## src/rtl/mem_bank_pkg.sv

```systemverilog
// rtl/mem_bank_pkg.sv - shared FSM state type and sweep pipeline constants for mem_bank_ctrl
package mem_bank_pkg;

    typedef enum logic [1:0] {
        IDLE  = 2'd0,
        SWEEP = 2'd1,
        DRAIN = 2'd2
    } state_t;

    localparam int PIPE_LAT  = 2;
    localparam int DRAIN_LEN = PIPE_LAT;

endpackage

```

## src/rtl/mem_bank_sp.sv

```systemverilog
// rtl/mem_bank_sp.sv - single-port synchronous RAM with registered read-first output
module mem_bank_sp #(
    parameter int DATA_W = 16,
    parameter int ADDR_W = 4
) (
    input  logic              clk,
    input  logic              we,
    input  logic [ADDR_W-1:0] addr,
    input  logic [DATA_W-1:0] din,
    output logic [DATA_W-1:0] dout
);

    logic [DATA_W-1:0] mem [2**ADDR_W];

    always_ff @(posedge clk) begin
        if (we) begin
            mem[addr] <= din;
        end
        dout <= mem[addr];
    end

endmodule

```

## src/rtl/mem_bank_ctrl.sv

```systemverilog
// rtl/mem_bank_ctrl.sv - button-driven two-bank memory controller with a half-word sum sweep
// Define MEM_BANK_CTRL_MULT_EN to make the sweep compute hi*lo instead of hi+lo.
module mem_bank_ctrl
    import mem_bank_pkg::*;
#(
    parameter int DATA_W = 16,
    parameter int ADDR_W = 4
) (
    input  logic              clk,
    input  logic              rst_n,
    input  logic [DATA_W-1:0] sw_data,
    input  logic              inc_btn,
    input  logic              dec_btn,
    input  logic              sel_in_btn,
    input  logic              sel_out_btn,
    input  logic              exec_btn,
    output logic [DATA_W-1:0] disp_data,
    output logic [ADDR_W-1:0] addr,
    output logic              bank_sel,
    output logic              busy,
    output logic              done
);

    localparam int HALF = DATA_W / 2;
    localparam logic [ADDR_W-1:0] ADDR_MAX = ADDR_W'(2**ADDR_W - 1);
    localparam logic [1:0] DRAIN_LAST = 2'(DRAIN_LEN - 1);

    state_t            state, state_nxt;
    logic [ADDR_W-1:0] idx, idx_nxt, idx1, idx2;
    logic [1:0]        drain_cnt, drain_cnt_nxt;
    logic              done_nxt;
    logic              v1, v2, rd_ok, armed;
    logic [4:0]        btn, btn_q, btn_e;
    logic              inc_e, dec_e, sel_in_e, sel_out_e, exec_e;
    logic              addr_clr, wr_in, start;
    logic [ADDR_W-1:0] addr_nxt, in_addr, out_addr;
    logic              bank_sel_nxt;
    logic [DATA_W-1:0] in_q, out_q, op_res, res;
    logic [HALF-1:0]   hi, lo;

    assign btn = {exec_btn, sel_out_btn, sel_in_btn, dec_btn, inc_btn};

    // History is captured the first cycle after reset without acting, so held buttons make no edge.
    always_ff @(posedge clk or negedge rst_n) begin
        if (!rst_n) begin
            btn_q <= '0;
            armed <= 1'b0;
        end else begin
            btn_q <= btn;
            armed <= 1'b1;
        end
    end

    assign btn_e = (armed && state == IDLE) ? (btn & ~btn_q) : '0;
    assign {exec_e, sel_out_e, sel_in_e, dec_e, inc_e} = btn_e;

    assign addr_clr = (inc_e & dec_btn) | (dec_e & inc_btn);
    assign wr_in    = (sel_in_e & exec_btn) | (exec_e & sel_in_btn);
    assign start    = (sel_out_e & exec_btn) | (exec_e & sel_out_btn);
    assign busy     = (state != IDLE);

    always_comb begin
        addr_nxt = addr;
        if (addr_clr) begin
            addr_nxt = '0;
        end else if (inc_e && addr != ADDR_MAX) begin
            addr_nxt = addr + 1'b1;
        end else if (dec_e && addr != '0) begin
            addr_nxt = addr - 1'b1;
        end
    end

    always_comb begin
        bank_sel_nxt = bank_sel;
        if (sel_out_e) begin
            bank_sel_nxt = 1'b0;
        end else if (sel_in_e) begin
            bank_sel_nxt = 1'b1;
        end
    end

    always_comb begin
        state_nxt     = state;
        idx_nxt       = idx;
        drain_cnt_nxt = drain_cnt;
        done_nxt      = 1'b0;
        case (state)
            IDLE: begin
                if (start) begin
                    state_nxt = SWEEP;
                    idx_nxt   = '0;
                end
            end
            SWEEP: begin
                idx_nxt = idx + 1'b1;
                if (idx == ADDR_MAX) begin
                    state_nxt     = DRAIN;
                    drain_cnt_nxt = '0;
                end
            end
            DRAIN: begin
                drain_cnt_nxt = drain_cnt + 1'b1;
                if (drain_cnt == DRAIN_LAST) begin
                    state_nxt = IDLE;
                    done_nxt  = 1'b1;
                end
            end
            default: state_nxt = IDLE;
        endcase
    end

    always_ff @(posedge clk or negedge rst_n) begin
        if (!rst_n) begin
            state     <= IDLE;
            idx       <= '0;
            drain_cnt <= '0;
            done      <= 1'b0;
            addr      <= '0;
            bank_sel  <= 1'b1;
        end else begin
            state     <= state_nxt;
            idx       <= idx_nxt;
            drain_cnt <= drain_cnt_nxt;
            done      <= done_nxt;
            addr      <= addr_nxt;
            bank_sel  <= bank_sel_nxt;
        end
    end

    assign hi = in_q[DATA_W-1:HALF];
    assign lo = in_q[HALF-1:0];

`ifdef MEM_BANK_CTRL_MULT_EN
    assign op_res = DATA_W'(hi) * DATA_W'(lo);
`else
    assign op_res = DATA_W'({1'b0, hi} + {1'b0, lo});
`endif

    // Read in SWEEP, operate on the RAM output next cycle, write out_bank the cycle after.
    always_ff @(posedge clk or negedge rst_n) begin
        if (!rst_n) begin
            v1   <= 1'b0;
            v2   <= 1'b0;
            idx1 <= '0;
            idx2 <= '0;
            res  <= '0;
        end else begin
            v1   <= (state == SWEEP);
            v2   <= v1;
            idx1 <= idx;
            idx2 <= idx1;
            res  <= op_res;
        end
    end

    assign in_addr  = (state == SWEEP) ? idx : (wr_in ? addr : addr_nxt);
    assign out_addr = v2 ? idx2 : addr_nxt;

    mem_bank_sp #(.DATA_W(DATA_W), .ADDR_W(ADDR_W)) u_in_bank (
        .clk  (clk),
        .we   (wr_in),
        .addr (in_addr),
        .din  (sw_data),
        .dout (in_q)
    );

    mem_bank_sp #(.DATA_W(DATA_W), .ADDR_W(ADDR_W)) u_out_bank (
        .clk  (clk),
        .we   (v2),
        .addr (out_addr),
        .din  (res),
        .dout (out_q)
    );

    // RAM outputs only reflect the manual address once a full idle cycle has elapsed.
    always_ff @(posedge clk or negedge rst_n) begin
        if (!rst_n) begin
            rd_ok     <= 1'b0;
            disp_data <= '0;
        end else begin
            rd_ok <= (state == IDLE);
            if (rd_ok) begin
                disp_data <= bank_sel ? in_q : out_q;
            end
        end
    end

endmodule

```

## config.mk

```make
export PLATFORM = sky130hd
export DESIGN_NAME = mem_bank_ctrl
export DESIGN_NICKNAME = d
export VERILOG_FILES = /design/src/rtl/mem_bank_pkg.sv /design/src/rtl/mem_bank_sp.sv /design/src/rtl/mem_bank_ctrl.sv
export SDC_FILE = /design/constraint.sdc
export NUM_CORES = 1
export LEC_CHECK = 0
export ABC_AREA = 1
export ABC_CLOCK_PERIOD_IN_PS = 4050
export CAP_MARGIN = 20
export CORE_ASPECT_RATIO = 0.9
export CORE_MARGIN = 3
export CORE_UTILIZATION = 60
export DETAILED_ROUTE_END_ITERATION = 8
export GPL_TIMING_DRIVEN = 0
export PLACE_DENSITY_LB_ADDON = 0.15
export RECOVER_POWER = 50
export SYNTH_ARGS = -nofsm -noshare
export SYNTH_HDL_FRONTEND = slang
export SYNTH_SLANG_ARGS = --single-unit
```

## constraint.sdc

```tcl
create_clock -name clk -period 4.05 [get_ports clk]
set_input_delay 0.81 -clock clk [delete_from_list [all_inputs] [get_ports clk]]
set_output_delay 0.81 -clock clk [all_outputs]
set_load 0.01 [all_outputs]
```

==> results by group, run 1 <==
Global route
  – Number of global-route vias before repair: 13700
  – Grt ovf: 0
  – Largest net degree at the start of global routing: 31
  – Initial antenna violation count: 0
  – GRT Util Overall: 29.1%
  – First-pass GRT wire length: 77900 um

Placement
  – Gpl congestion: 0.997
  – Port Buffers: 45
  – DPL Wire Length: 34600 um
  – Placement Setup Slack: -0.602 ns

Run status
  – Violated checks: max-capacitance violations, max-slew violations
  – Outcome: finished, violations left

Drt
  – DR WL met2: 24900 um
  – Drt wl/cell: 20.2 um
  – Detailed-router iteration count before antenna repair: 8
  – Routed wire length: 51700 um
  – Starting DRT DRC Count: 1312
  – DR top layer: met4
  – Drt drc: 0
  – Vias: 14100
  – M1 wire length: 19900 um
  – Post-DRT Antenna Nets: 0
  – Vias/cell: 5.51
  – Wire length on met3: 4140 um

Timing
  – RSZ-0062 raised after global routing: true
  – Final Hold Vio Count: 0
  – Final Setup Violations: 0
  – Least-Margin Pin Slew: 1.68 ns
  – Crit share post-route: 99.2%
  – Final setup margin: 0.0339 ns
  – Slew Viols, Final: 31
  – Post-route minimum period: 4.02 ns
  – Clock Skew: 0.0229 ns
  – Fmax: 0.249 GHz
  – Slew headroom: -11.9%

Critical path
  – Slowest stage delay, CP: 0.82 ns
  – Crit path DAT: 4.19 ns
  – CP max stage cell: nor2_2
  – Worst reg2reg endpoint: u_in_bank.mem[14][15]$_DFFE_PP_
  – Most used cell, CP: nand2_1
  – R2r worst-path depth: 13
  – Worst-path fanout max: 16
  – Critical R2R Launch: addr[0]$_DFF_PN0_
  – CP Cell Sequence: dlygate4sd3_1 -> inv_1 -> nor2_1 -> nand3_4 -> o211ai_1 -> nand2_1 -> nand2_1 -> nand2_1 -> o21ai_2 -> buf_4 -> buf_2 -> nand3_1 -> nor2_2
  – Critical setup path kind: in -> reg
  – CP Data Required Time: 4.22 ns
  – Top delay family on crit path: simple AND/OR/NAND/NOR gates
  – Setup crit end kind: flop
  – Reg2Reg Setup Slack: 0.17 ns
  – Worst path bufs/invs: 4
  – CP Launch Type: input port

Power
  – Sw Ratio: 42.3%
  – Worst-case vdd ir drop: 0.000516 V
  – Power, Total: 0.0196 W
  – Int Power: 0.0113 W
  – Cell Pwr Density: 851 nW/um^2
  – Comb pwr share: 42.7%
  – Leak pwr: 9.81 nW
  – P_sw: 0.00827 W
  – Clock group share of total power: 22.2%
  – Sequential fraction of design power: 35.0%

Clock tree
  – Clock Path Buffers: 3
  – CTS tree: built
  – Clk slew on worst S/H paths: 0.06 ns
  – CTS Hold Bufs: 0
  – H-tree depth: 2
  – # clock sinks: 481
  – Num CTS Buffers: 48
  – CTS root buffer: clkbuf_16
  – Clk Latency, worst-skew pair: 0.57 ns

Min path
  – Hold crit path type: reg -> reg
  – Hold depth: 0
  – Worst Hold Path EP: idx2[3]$_DFF_PN0_
  – Min-delay src: idx1[3]$_DFF_PN0_

Floorplanning
  – Total core area: 33100 sq um
  – Die area: 36000 sq um
  – I/O Pins: 46
  – Starting density of the core: 61.1%
  – Cell Rows: 63
  – Die height: 180 um
  – Die Width: 200 um

Logic synthesis
  – Number of synthesized flops with an enable pin: 400
  – Main synth FF type: edfxtp_1
  – Ys Warns: 0
  – Post-Synthesis Cell Area: 20200 sq um
  – Synth area leaders: edfxtp_1 (59%), nand2_1 (19%), dfrtp_1 (6.8%)
  – Synth area leader: edfxtp_1
  – Syn Area/Cell: 10.2 sq um
  – Fraction of registers with async set/reset: 11.6%
  – Distinct cells, synth: 37
  – Register bit total from synthesis: 481
  – Most common cell in the synthesized netlist: nand2_1
  – Syn_nets: 2019
  – Top-area cell type share of the netlist area: 59.3%
  – Sequential fraction of the synthesis area: 68.7%
  – Most frequent cells after synthesis: nand2_1 (1008), edfxtp_1 (400), nand3_1 (151)
  – Post-Syn Instances: 1983

Final layout
  – Ant. Diodes: 0
  – # nets final: 2132
  – Share of cells above drive strength 1: 8.20%
  – Area delta synth->final: 13.5%

Flow run
  – Max-cap violations: 1
==> through the flow <==
stage,std cells,utilization [%],TNS [ns],hold slack (ns),cell area (sq um)
after floorplan,1983,-,0,0.331,20200
after global placement,2450,64.1,-194.59,0.332,21200
after detailed placement,2465,64.6,-127.19,0.335,21400
after CTS,2552,69.2,0,0.266,22900
after global routing,2555,69.4,-8.09,0.353,23000
final,2555,69.4,0,0.342,23000
==> sequential cells by signal (all words and copies together), names as in the netlist, 2 cells and up <==
register         flops
addr                 4
btn_q                5
disp_data           16
drain_cnt            2
idx                  4
idx1                 4
idx2                 4
res                  9
state                2
u_in_bank.dout      16
u_in_bank.mem      256
u_out_bank.dout      9
u_out_bank.mem     144
==> power groups by stage <==
stage | sequential (W) | combinational, W | clock, W
floorplan | 0.00673 | 0.00543 | 0
global placement | 0.00692 | 0.00810 | 0
detailed placement | 0.00695 | 0.00819 | 0
CTS | 0.00685 | 0.00827 | 0.00437
global route | 0.00692 | 0.00928 | 0.00459
finish | 0.00685 | 0.00836 | 0.00435
==> cell type report <==
cell class                      count  area [sq um]
Buffer                             85           437
Multi-Input combinational cell   1306          5540
Clock buffer                       69          1370
Fill cell                        2457         10100
Sequential cell                   481         13900
Inverter                          111           417
Tap cell                          422           528
Clock inverter                     18           175
Timing Repair Buffer               63           602
==> cell usage in the layout, fill, tap and decap left out, types with 12 or more instances in the layout <==
cell	Yosys	layout
a21oi_1	15	15
buf_2	31	31
buf_4	15	25
clkbuf_1	26	42
clkbuf_16	0	50
clkdlybuf4s50_1	0	36
dfrtp_1	55	55
dfxtp_1	25	25
edfxtp_1	400	400
ha_1	12	12
inv_1	102	104
nand2_1	1008	1008
nand3_1	151	151
nor2_1	50	31
nor2_2	8	24
o21ai_0	17	17
==> kinds of logic (layout without fill, tap and decap cells) <==
kind of cell	Yosys count	count (layout)	share of synthesized area, %
AOI/OAI and AO/OA	52	52	1.51
xor gates and xnor gates	11	11	0.476
adders and majority gates	13	13	0.841
buffers and inverters	196	346	4.22
DFF	481	481	68.7
other	1	1	0.0185
and+or+nand+nor	1229	1229	24.2
==> worst max-delay path by stage <==
stage	startpoint	end	slack [ns]	cells after the start
after floorplan	inc_btn	u_in_bank.mem[5][0]$_DFFE_PP_	0.79	11
after global placement	dec_btn	u_in_bank.mem[15][1]$_DFFE_PP_	-0.85	13
after detailed placement	dec_btn	u_in_bank.mem[8][7]$_DFFE_PP_	-0.60	14
after CTS	dec_btn	u_in_bank.mem[15][6]$_DFFE_PP_	0.05	13
after global routing	dec_btn	u_in_bank.mem[14][7]$_DFFE_PP_	-0.19	13
final	inc_btn	u_in_bank.mem[14][15]$_DFFE_PP_	0.03	13
==> per-layer routing <==
| metal | GRT usage (%) | up-vias |
|---|---|---|
| met3 | 4.62 | 143 |
| li1 | - | 6710 |
| met4 | 14.3 | 0 |
| met1 | 38.2 | 6638 |
| met5 | 0 | - |
| met2 | 47.6 | 597 |
==> repair_timing <==
| item | 4_1_cts | 5_1_grt |
|---|---|---|
| endpoints found under the setup margin | 14 | 194 |
| gates resized for setup | 2 | 18 |
| cloned | 0 | 0 |
| buffers inserted | 0 | 3 |
No activity file was read; power rests on OpenSTA's default activity.
==> run 2, diff against run 1 <==
ABC_CLOCK_PERIOD_IN_PS = 4550   (was 4050)
clock period = 4.55 ns   (was 4.05 ns; I/O delays follow)
==> run 2 against run 1 <==
Compared with the run above:
- final cell count down 0.12%
- global-route usage about the same
- core utilization down 0.25 points
- largest cell class unchanged
- largest power group unchanged
- highest routed layer unchanged
- critical endpoint is now u_in_bank.mem[9][7]$_DFFE_PP_
- setup slack better by 0.22 ns
- the run still ends with max-capacitance violations, max-slew violations left
==> results by group, run 2 (synthesized netlist as in run 1, its figures left out) <==
Floorplanning
  – Die height: 180 um
  – Starting density of the core: 61.1%
  – Die Width: 200 um
  – Cell Rows: 63
  – Total core area: 33100 sq um
  – Die area: 36000 sq um
  – I/O Pins: 46

Timing
  – TNS Setup: 0 ns
  – Crit share post-route: 94.5%
  – Final Hold Vio Count: 0
  – Clock Skew: 0.0218 ns
  – Least-Margin Pin Slew: 1.69 ns
  – Final Setup Violations: 0
  – RSZ-0062 raised after global routing: false
  – Fmax: 0.233 GHz
  – Post-route minimum period: 4.30 ns
  – Fin Hold WS: 0.340 ns
  – Slew headroom: -12.9%
  – Slew Viols, Final: 31

Clock tree
  – Setup bufs post-CTS: 0
  – # clock sinks: 481
  – CTS tree: built
  – Clk slew on worst S/H paths: 0.06 ns
  – CTS Hold Bufs: 0
  – Clock Path Buffers: 3
  – Num CTS Buffers: 48
  – Clk Latency, worst-skew pair: 0.57 ns
  – CTS root buffer: clkbuf_16
  – Cts repair resizes: 0
  – H-tree depth: 2

Critical path
  – Setup crit end kind: flop
  – Critical setup path kind: in -> reg
  – CP Cell Sequence: dlygate4sd3_1 -> inv_1 -> nor2_1 -> nand3_4 -> o21a_1 -> nand2_1 -> nand2_1 -> a21oi_1 -> buf_4 -> buf_6 -> nand4_1 -> nor2_1 -> buf_4
  – CP max stage cell: nor2_1
  – Worst path bufs/invs: 5
  – Worst-path fanout max: 10
  – Crit path DAT: 4.57 ns
  – CP Data Required Time: 4.82 ns
  – Reg2Reg Setup Slack: 0.56 ns
  – CP Launch Type: input port
  – Slowest stage delay, CP: 0.75 ns
  – Top delay family on crit path: simple AND/OR/NAND/NOR gates

Run status
  – Outcome: finished, violations left
  – Violated checks: max-capacitance violations, max-slew violations

Placement
  – Placed instance area: 21400 sq um
  – DPL Wire Length: 34600 um
  – Gpl congestion: 0.997
  – Port Buffers: 45

Drt
  – Vias/cell: 5.52
  – Drt wl/cell: 20.2 um
  – Starting DRT DRC Count: 1306
  – Routed wire length: 51500 um
  – Post-DRT Antenna Nets: 0
  – Detailed-router iteration count before antenna repair: 5
  – Vias: 14100
  – Drt drc: 0

Final layout
  – Ant. Diodes: 0
  – Max reg flops: 256
  – Commonest non-fill, non-tap cells in the layout: nand2_1 (1008), edfxtp_1 (400), nand3_1 (151)
  – Top flop regs: u_in_bank.mem x256, u_out_bank.mem x144
  – Top reg by flops: u_in_bank.mem
  – Area delta synth->final: 13.1%
  – Most common cell after layout, fill and taps aside: nand2_1
  – Post-Layout Inst Area: 22900 sq um
  – # nets final: 2129
  – Share of cells above drive strength 1: 7.18%

Global route
  – Grt ovf: 0
  – Number of global-route vias before repair: 13700
  – GRT Util Overall: 29.0%
  – Initial antenna violation count: 0
  – Largest net degree at the start of global routing: 31
  – First-pass GRT wire length: 77900 um

Min path
  – Hold crit path type: reg -> reg

Power
  – Power, Total: 0.0174 W
  – Worst-case vdd ir drop: 0.000466 V
  – Cell Pwr Density: 758 nW/um^2
  – Leak pwr: 9.80 nW

Flow run
  – Max-cap violations: 1
==> run 2: final timing paths <==
path / from / endpoint / depth (start not counted)
worst max-delay path: inc_btn / u_in_bank.mem[9][7]$_DFFE_PP_ / 13
worst min-delay path: idx1[3]$_DFF_PN0_ / idx2[3]$_DFF_PN0_ / 0
worst max register to register: addr[0]$_DFF_PN0_ / u_in_bank.mem[9][7]$_DFFE_PP_ / 14
worst min register to register: idx1[3]$_DFF_PN0_ / idx2[3]$_DFF_PN0_ / 0
max in group asynchronous: rst_n / disp_data[13]$_DFFE_PN0P_ / 2
min in group asynchronous: rst_n / drain_cnt[1]$_DFFE_PN0P_ / 1
==> run 2: metrics by stage <==
step	cells	utilization (%)	setup slack (ns)
finish	2552	69.2	0.249
detailed placement	2465	64.6	-0.202
global route	2552	69.2	0.0807
CTS	2552	69.2	0.340
global placement	2450	64.1	-0.450
floorplan	1983	-	1.19
==> run 2: final cells by class <==
class | instances | area (sq um)
flip-flops and latches | 481 | 13900
multi-input cells | 1306 | 5480
well taps | 422 | 528
repair buffers | 60 | 579
plain buffers | 85 | 437
fillers | 2471 | 10200
inverters | 111 | 417
clock buffers | 69 | 1370
clock inverters | 18 | 175
==> run 2: metal layers <==
layer	up-vias	routed length [um]	track usage, %
li1	6697	-	-
met1	6661	20100	38.1
met2	587	24900	47.6
met3	140	3780	4.75
met4	0	2680	14.0
met5	-	0	0
==> run 2: power by group <==
part	switching, W	internal, W	leakage, nW	total, W
logic	0.00524	0.00216	4.55	0.00740
clock network	0.00160	0.00227	0.758	0.00386
registers	0.000492	0.00561	4.50	0.00610
total	0.00733	0.0100	9.80	0.0174
==> run 3, diff against run 2 <==
CTS_BUF_LIST = sky130_fd_sc_hd__clkbuf_4   (was unset)
CTS_CLUSTER_DIAMETER = 80   (was unset)
==> run 3 against run 2 <==
Compared with the run above:
- the run still ends with max-capacitance violations, max-slew violations left
- critical endpoint is now u_in_bank.mem[9][9]$_DFFE_PP_
- sequential share of layout area up 0.17 points
- fmax rose by 4.4%
- non-clock buffer count did not move
- combinational power about the same
==> results by group, run 3 (synthesized netlist as in run 1, its figures left out) <==
Run status
  – Outcome: finished, violations left
  – Violated checks: max-capacitance violations, max-slew violations

Power
  – Worst-case vdd ir drop: 0.000446 V
  – Clock group share of total power: 20.4%
  – Comb pwr share: 43.6%
  – Sequential fraction of design power: 36.0%
  – Sw Ratio: 43.2%
  – Cell Pwr Density: 741 nW/um^2
  – P_sw: 0.00731 W
  – Int Power: 0.00960 W
  – Leak pwr: 9.95 nW

Final layout
  – # nets final: 2195
  – Commonest non-fill, non-tap cells in the layout: nand2_1 (1008), edfxtp_1 (400), clkbuf_4 (185)
  – Post-Layout Inst Area: 22800 sq um
  – Top flop regs: u_in_bank.mem x256, u_out_bank.mem x144
  – Most common cell after layout, fill and taps aside: nand2_1
  – Max reg flops: 256
  – Top reg by flops: u_in_bank.mem
  – Area delta synth->final: 12.8%
  – Share of cells above drive strength 1: 12.4%

Global route
  – Initial antenna violation count: 1
  – Grt ovf: 0
  – First-pass GRT wire length: 77600 um
  – Largest net degree at the start of global routing: 31
  – GRT Util Overall: 29.0%
  – Number of global-route vias before repair: 14000

Placement
  – Gpl congestion: 0.997
  – Placement Setup Slack: -0.202 ns
  – Port Buffers: 45
  – DPL Wire Length: 34600 um
  – Placed instance area: 21400 sq um

Timing
  – Fmax: 0.243 GHz
  – Final Setup Violations: 0
  – RSZ-0062 raised after global routing: false
  – TNS Setup: 0 ns
  – Final setup margin: 0.431 ns
  – Slew headroom: -12.0%
  – Final Hold Vio Count: 0
  – Slew Viols, Final: 31
  – Crit share post-route: 90.5%
  – Post-route minimum period: 4.12 ns
  – Least-Margin Pin Slew: 1.68 ns
  – Clock Skew: 0.0465 ns

Floorplanning
  – Die height: 180 um
  – Cell Rows: 63
  – Starting density of the core: 61.1%
  – Total core area: 33100 sq um
  – I/O Pins: 46
  – Die Width: 200 um
  – Die area: 36000 sq um

Drt
  – Vias: 14400
  – Starting DRT DRC Count: 1221
  – Vias/cell: 5.39
  – Routed wire length: 51300 um
  – Drt drc: 0
  – Detailed-router iteration count before antenna repair: 5
  – Drt wl/cell: 19.2 um
  – Post-DRT Antenna Nets: 0

Flow run
  – Max-cap violations: 1

Clock tree
  – CTS root buffer: clkbuf_4
  – Num CTS Buffers: 114
  – Setup bufs post-CTS: 0
  – CTS tree: built
  – Clock Path Buffers: 3
  – Cts repair resizes: 0
  – CTS Hold Bufs: 0
  – H-tree depth: 3
  – # clock sinks: 481
  – Clk Latency, worst-skew pair: 0.78 ns
  – Clk slew on worst S/H paths: 0.06 ns

Critical path
  – Setup crit end kind: flop
  – CP Launch Type: input port
  – Crit path DAT: 4.57 ns
  – CP Data Required Time: 5.00 ns
  – CP Cell Sequence: dlygate4sd3_1 -> inv_1 -> nor2_1 -> nand3_4 -> o21a_1 -> nand2_1 -> nand2_1 -> a21oi_1 -> buf_4 -> buf_6 -> nand4_1 -> nor2_1 -> buf_4
  – Critical setup path kind: in -> reg
  – Worst-path fanout max: 10
  – Top delay family on crit path: simple AND/OR/NAND/NOR gates
  – CP max stage cell: nor2_1
  – Worst path bufs/invs: 5
  – Slowest stage delay, CP: 0.74 ns

Min path
  – Hold crit path type: reg -> reg
[run 3: cell types whose count changed in the layout (fill, tap and decap cells not counted), sizes merged]
cell,change
bufinv,-3
diode,+1
clkinv,+8
clkdlybuf4s50,-1
dlygate4sd3,+1
clkbuf,+116
[run 3: area by class of cell]
| cell class | instances | area (sq um) |
|---|---|---|
| Sequential cell | 481 | 13900 |
| Fill cell | 2591 | 10300 |
| Multi-Input combinational cell | 1306 | 5480 |
| Clock buffer | 185 | 1390 |
| Timing Repair Buffer | 60 | 579 |
| Tap cell | 422 | 528 |
| Buffer | 85 | 437 |
| Inverter | 111 | 417 |
| Clock inverter | 23 | 91.3 |
| Antenna cell | 1 | 2.50 |
[run 3: stage by stage]
stage / cells / hold slack [ns] / util [%] / total power (W)
after global routing: 2674 / 0.348 / 69.0 / 0.0181
after detailed placement: 2465 / 0.335 / 64.6 / 0.0135
after CTS: 2673 / 0.129 / 69.0 / 0.0169
after global placement: 2450 / 0.332 / 64.1 / 0.0134
final: 2674 / 0.338 / 69.0 / 0.0169
after floorplan: 1983 / 0.331 / - / 0.0108
[run 3: final timing paths]
| path | start | depth (start not counted) | slack [ns] | end |
|---|---|---|---|---|
| min | idx1[2]$_DFF_PN0_ | 0 | 0.34 | idx2[2]$_DFF_PN0_ |
| min in group asynchronous | rst_n | 1 | 0.48 | armed$_DFF_PN0_ |
| min reg2reg | idx1[2]$_DFF_PN0_ | 0 | 0.34 | idx2[2]$_DFF_PN0_ |
| max reg2reg | addr[0]$_DFF_PN0_ | 14 | 0.56 | u_in_bank.mem[9][9]$_DFFE_PP_ |
| max in group asynchronous | rst_n | 2 | 1.82 | res[7]$_DFF_PN0_ |
| max | inc_btn | 13 | 0.43 | u_in_bank.mem[9][9]$_DFFE_PP_ |
[run 3: metal layers]
metal  wire, um  track usage, %  share of wire, %  vias up
met5          0               0                 0        -
met4       2600            14.6               5.1        0
met3       3930            5.55               7.7      149
met2      24900            47.6                49      649
met1      19900            37.2                39     6713
li1           -               -                 -     6899
[run 3: power groups by stage]
| stage | Combinational (W) | Sequential, W | Clock [W] |
|---|---|---|---|
| 2_1_floorplan | 0.00484 | 0.00599 | 0 |
| 3_3_place_gp | 0.00721 | 0.00616 | 0 |
| 3_5_place_dp | 0.00729 | 0.00619 | 0 |
| 4_1_cts | 0.00733 | 0.00609 | 0.00350 |
| 5_1_grt | 0.00820 | 0.00615 | 0.00374 |
| 6_report | 0.00737 | 0.00609 | 0.00345 |
[run 3: worst reg2reg max path, delay by kind of cell, from the launching register on]
kind,cells,cell delay [ns]
adders and majority gates,1,0.23
DFF,1,0.45
AOI/OAI and AO/OA,2,0.36
buffers and inverters,4,0.88
and+or+nand+nor,7,1.78
==> RTL edit 1, RTL diff (settings of run 2) <==
`ADDR_W` is set to 4 in 2 places; all go to 2.
--- a/src/rtl/mem_bank_sp.sv
+++ b/src/rtl/mem_bank_sp.sv
@@ -3,3 +3,3 @@
     parameter int DATA_W = 16,
-    parameter int ADDR_W = 4
+    parameter int ADDR_W = 2
 ) (
--- a/src/rtl/mem_bank_ctrl.sv
+++ b/src/rtl/mem_bank_ctrl.sv
@@ -6,3 +6,3 @@
     parameter int DATA_W = 16,
-    parameter int ADDR_W = 4
+    parameter int ADDR_W = 2
 ) (
Ports: changed (resized addr); port bits go from 46 to 44. No check against the original RTL was run, so the function may have changed too.
==> RTL edit 1 against run 2 <==
The run still ends with capacitance limit, slew limit left. Sequential cell count down 308. Routed wire length down 73%. Cell area down 65%. Power down 64%. Non-clock buffer count down 77. Area after synthesis down 66%. Worst setup slack better by 0.76 ns. Critical path type unchanged.
==> RTL edit 1: results (changes against run 2) <==
count of pins over their slew limit 29 (-6.5%); outcome complete, but fails checks; htree depth 4 (+2); Syn Area/Cell 11.3 um^2 (+10%); crit path capture u_in_bank.mem[0][2]; Post-synth EDFFs 100 (-75%); routability congestion estimate from global placement 0.819 (-18%); worst hold start idx1[0]; leakage power total 3.48 nW (-65%); Detail Placement HPWL 9630 um (-72%); post-DR vias/cell 5.32 (-3.6%); max-cap violations 1 (unchanged); CTS Buffer Depth 2 (-1); largest net degree at the start of global routing 29 (-6.5%); Max Clock Skew 0.00635 ns (-0.0154 ns); Critical Path Source sel_in_btn; WL met3 621 um (-84%); failing checks capacitance limit, slew limit; initial DRC count 371 (-72%); Worst Tran Pin Value 1.55 ns (-0.149 ns); Hold EP idx2[0]; Netlist cell types 39 (+5.4%); Peak VDD IR 0.541 mV (+16%); PortBufs 43 (-4.4%); met1 WL 6160 um (-69%); DR WL/cell 16.8 um (-17%); sequential element share of the synthesized area 0.688 (about the same); global-route wire length before repair 22800 um (-71%); routed wl met2 6960 um (-72%); top post-synthesis cells by count nand2_1, edfxtp_1, dfrtp_1; reg2reg setup slack 1.58 ns (+1.02 ns); vias in the first global route 4402 (-68%); internal power 0.00386 W (-62%)
## RTL edit 1: routing by layer
layer	up-vias	GRT usage
met3	29	0.0547
met4	0	0.106
met2	117	0.396
met1	2153	0.307
li1	2170	-
met5	-	0
## RTL edit 1: logic make-up after synthesis
family                   count (synthesis)  synth area share
AND/OR/NAND/NOR                        318             0.201
flip-flops                             173             0.688
buffers and inverters                   55            0.0389
AO/OA/AOI/OAI                           41            0.0397
adder cells (fa/ha/maj)                 13            0.0249
XOR/XNOR                                 6           0.00768
other                                    1          0.000548
## RTL edit 1: worst reg2reg max path, cell delays in order, from the launching register on
cell and delay (ns):
dfrtp_1 0.44, inv_1 0.10, ha_1 0.21, nor2_1 0.18, nand2_4 0.08, o211ai_2 0.20, nand2_4 0.11, a21oi_4 0.34
inv_2 0.20, nor2_1 0.75
## RTL edit 1: stage by stage
step	power [W]	setup slack [ns]	hold WS [ns]	cell area, um^2
final	0.00628	1.01	0.353	8100
after detailed placement	0.00488	0.639	0.340	7540
after floorplan	0.00403	1.65	0.331	6840
after global placement	0.00477	0.450	0.333	7460
after CTS	0.00631	1.09	0.355	8130
after global routing	0.00670	0.807	0.359	8100
## RTL edit 1: power by group through the flow
stage	Clock, W	Combinational [W]	Sequential, W
6_report	0.00141	0.00247	0.00239
5_1_grt	0.00150	0.00278	0.00243
4_1_cts	0.00143	0.00249	0.00240
3_3_place_gp	0	0.00236	0.00241
2_1_floorplan	0	0.00166	0.00237
3_5_place_dp	0	0.00246	0.00242
## RTL edit 1: area by class of cell
cell class                      instances  area (um^2)
Sequential cell                       173         4710
Fill cell                             772         2890
Multi-Input combinational cell        379         1860
Timing Repair Buffer                   49          484
Clock buffer                           20          478
Tap cell                              152          190
Inverter                               36          135
Buffer                                 19          131
Clock inverter                         12          111
==> RTL edit 2, RTL diff (config.mk and constraints of run 2) <==
Without the edit above. Re-encode `state_t` (3 states) as one-hot, 3 bits wide.
--- a/src/rtl/mem_bank_pkg.sv
+++ b/src/rtl/mem_bank_pkg.sv
@@ -3,6 +3,6 @@
 
-    typedef enum logic [1:0] {
-        IDLE  = 2'd0,
-        SWEEP = 2'd1,
-        DRAIN = 2'd2
+    typedef enum logic [2:0] {
+        IDLE  = 3'b001,
+        SWEEP = 3'b010,
+        DRAIN = 3'b100
     } state_t;
Function: same outputs for any inputs over 4 cycles, from zero or initial values and one cycle with rst_n low; so few cycles prove little.
==> RTL edit 2 against run 2 <==
Cell area fell by 1.0%. Final cell count is 2.8% lower. Sequential cell count is 1 higher. Critical path depth fell by 1. The run still ends with capacitance limit, slew limit left. Clock skew up 0.00061 ns. Worst setup slack worse by 0.11 ns. Routed wire length is 2.7% lower. Sequential share of layout area up 0.74 points. Critical endpoint is now u_in_bank.mem[15][11]. Area after synthesis is 0.85% lower. Maximum frequency fell by 2.5%. Non-clock buffer count shrank 1. Clock power is 4% lower. Power down 12%.
==> RTL edit 2: results (changes against run 2) <==
top post-synthesis cells by count nand2_1, edfxtp_1, nand3_1; clock share of power 0.242 (+0.019); Netlist cell types 42 (+14%); sw power 0.00604 W (-18%); GR Util met2 0.412 (-0.0647); CP Max Fanout 10 (unchanged); Critical Path AT 4.67 ns (+0.10 ns); WHS 0.348 ns (+0.00811 ns); routability congestion estimate from global placement 0.900 (-9.7%); count of pins over their slew limit 40 (+29%); global-route wire length before repair 75400 um (-3.1%); GRT met1 Usage 0.425 (+0.0439); share of cells above drive strength 1 0.0751 (+0.00327); routed via count 13900 (-1.1%); post-placement cell count 2395 (-2.8%); crit path capture u_in_bank.mem[15][11]; outcome complete, but fails checks; FILL cells 2380 (-3.7%); Setup WS pre-CTS -0.240 ns (-0.0385 ns); sequential element share of the synthesized area 0.695 (+0.00718); reg2reg start state[0]; initial DRC count 1571 (+20%); main area contributors after synthesis edfxtp_1, nand2_1, dfrtp_1; final wirelength 50100 um (-2.7%); Peak VDD IR 0.417 mV (-11%); pwr/cell area 673 nW/um^2 (-11%); final net count 2063 (-3.1%); post-DR vias/cell 5.62 (+1.8%); Seq. pwr 0.00581 W (-4.8%); leakage power total 9.47 nW (-3.4%); Syn Nets 1953 (-3.3%); placed inst area 21200 um^2 (-0.68%); total CTS buffers 46 (-4.2%); Detail Placement HPWL 34100 um (-1.3%); max-cap violations 1 (unchanged); Max Clock Skew 0.0224 ns (+0.000608 ns); FF-to-FF path depth 11 (-3); Final min period 4.41 ns (+0.111 ns); Ant. Diodes 0 (unchanged); Critical Path Source sel_in_btn; failing checks capacitance limit, slew limit; vias in the first global route 13100 (-4.3%); worst hold start v1; post_cts resized 0 (unchanged); Total GRT Usage 0.281 (-0.00984)
==> RTL edit 2: cells by family (layout without fill, tap and decap cells) <==
group                      Yosys count  count (layout)  synth area share
AOI/OAI and AO/OA                   53              53            0.0159
xor gates and xnor gates            10              10           0.00436
adders and majority gates           13              13           0.00848
buffers and inverters              191             338            0.0415
DFF                                482             482             0.695
other                                1               1          0.000187
and+or+nand+nor                   1167            1167             0.235
==> RTL edit 2: metal layers <==
metal  wire [um]  up-vias
met4        1060        0
met5           0        -
met2       21900      676
li1            -     6528
met3        6050       84
met1       21200     6643
==> RTL edit 2: cell type report <==
class                           instances  area [um^2]  share of cell area
Sequential cell                       482        13900               0.615
Clock buffer                           71         1340              0.0591
Clock inverter                         14          119             0.00524
Inverter                              109          409              0.0181
Multi-Input combinational cell       1244         5300               0.234
Timing Repair Buffer                   62          617              0.0272
Tap cell                              416          520              0.0230
Buffer                                 82          424              0.0187
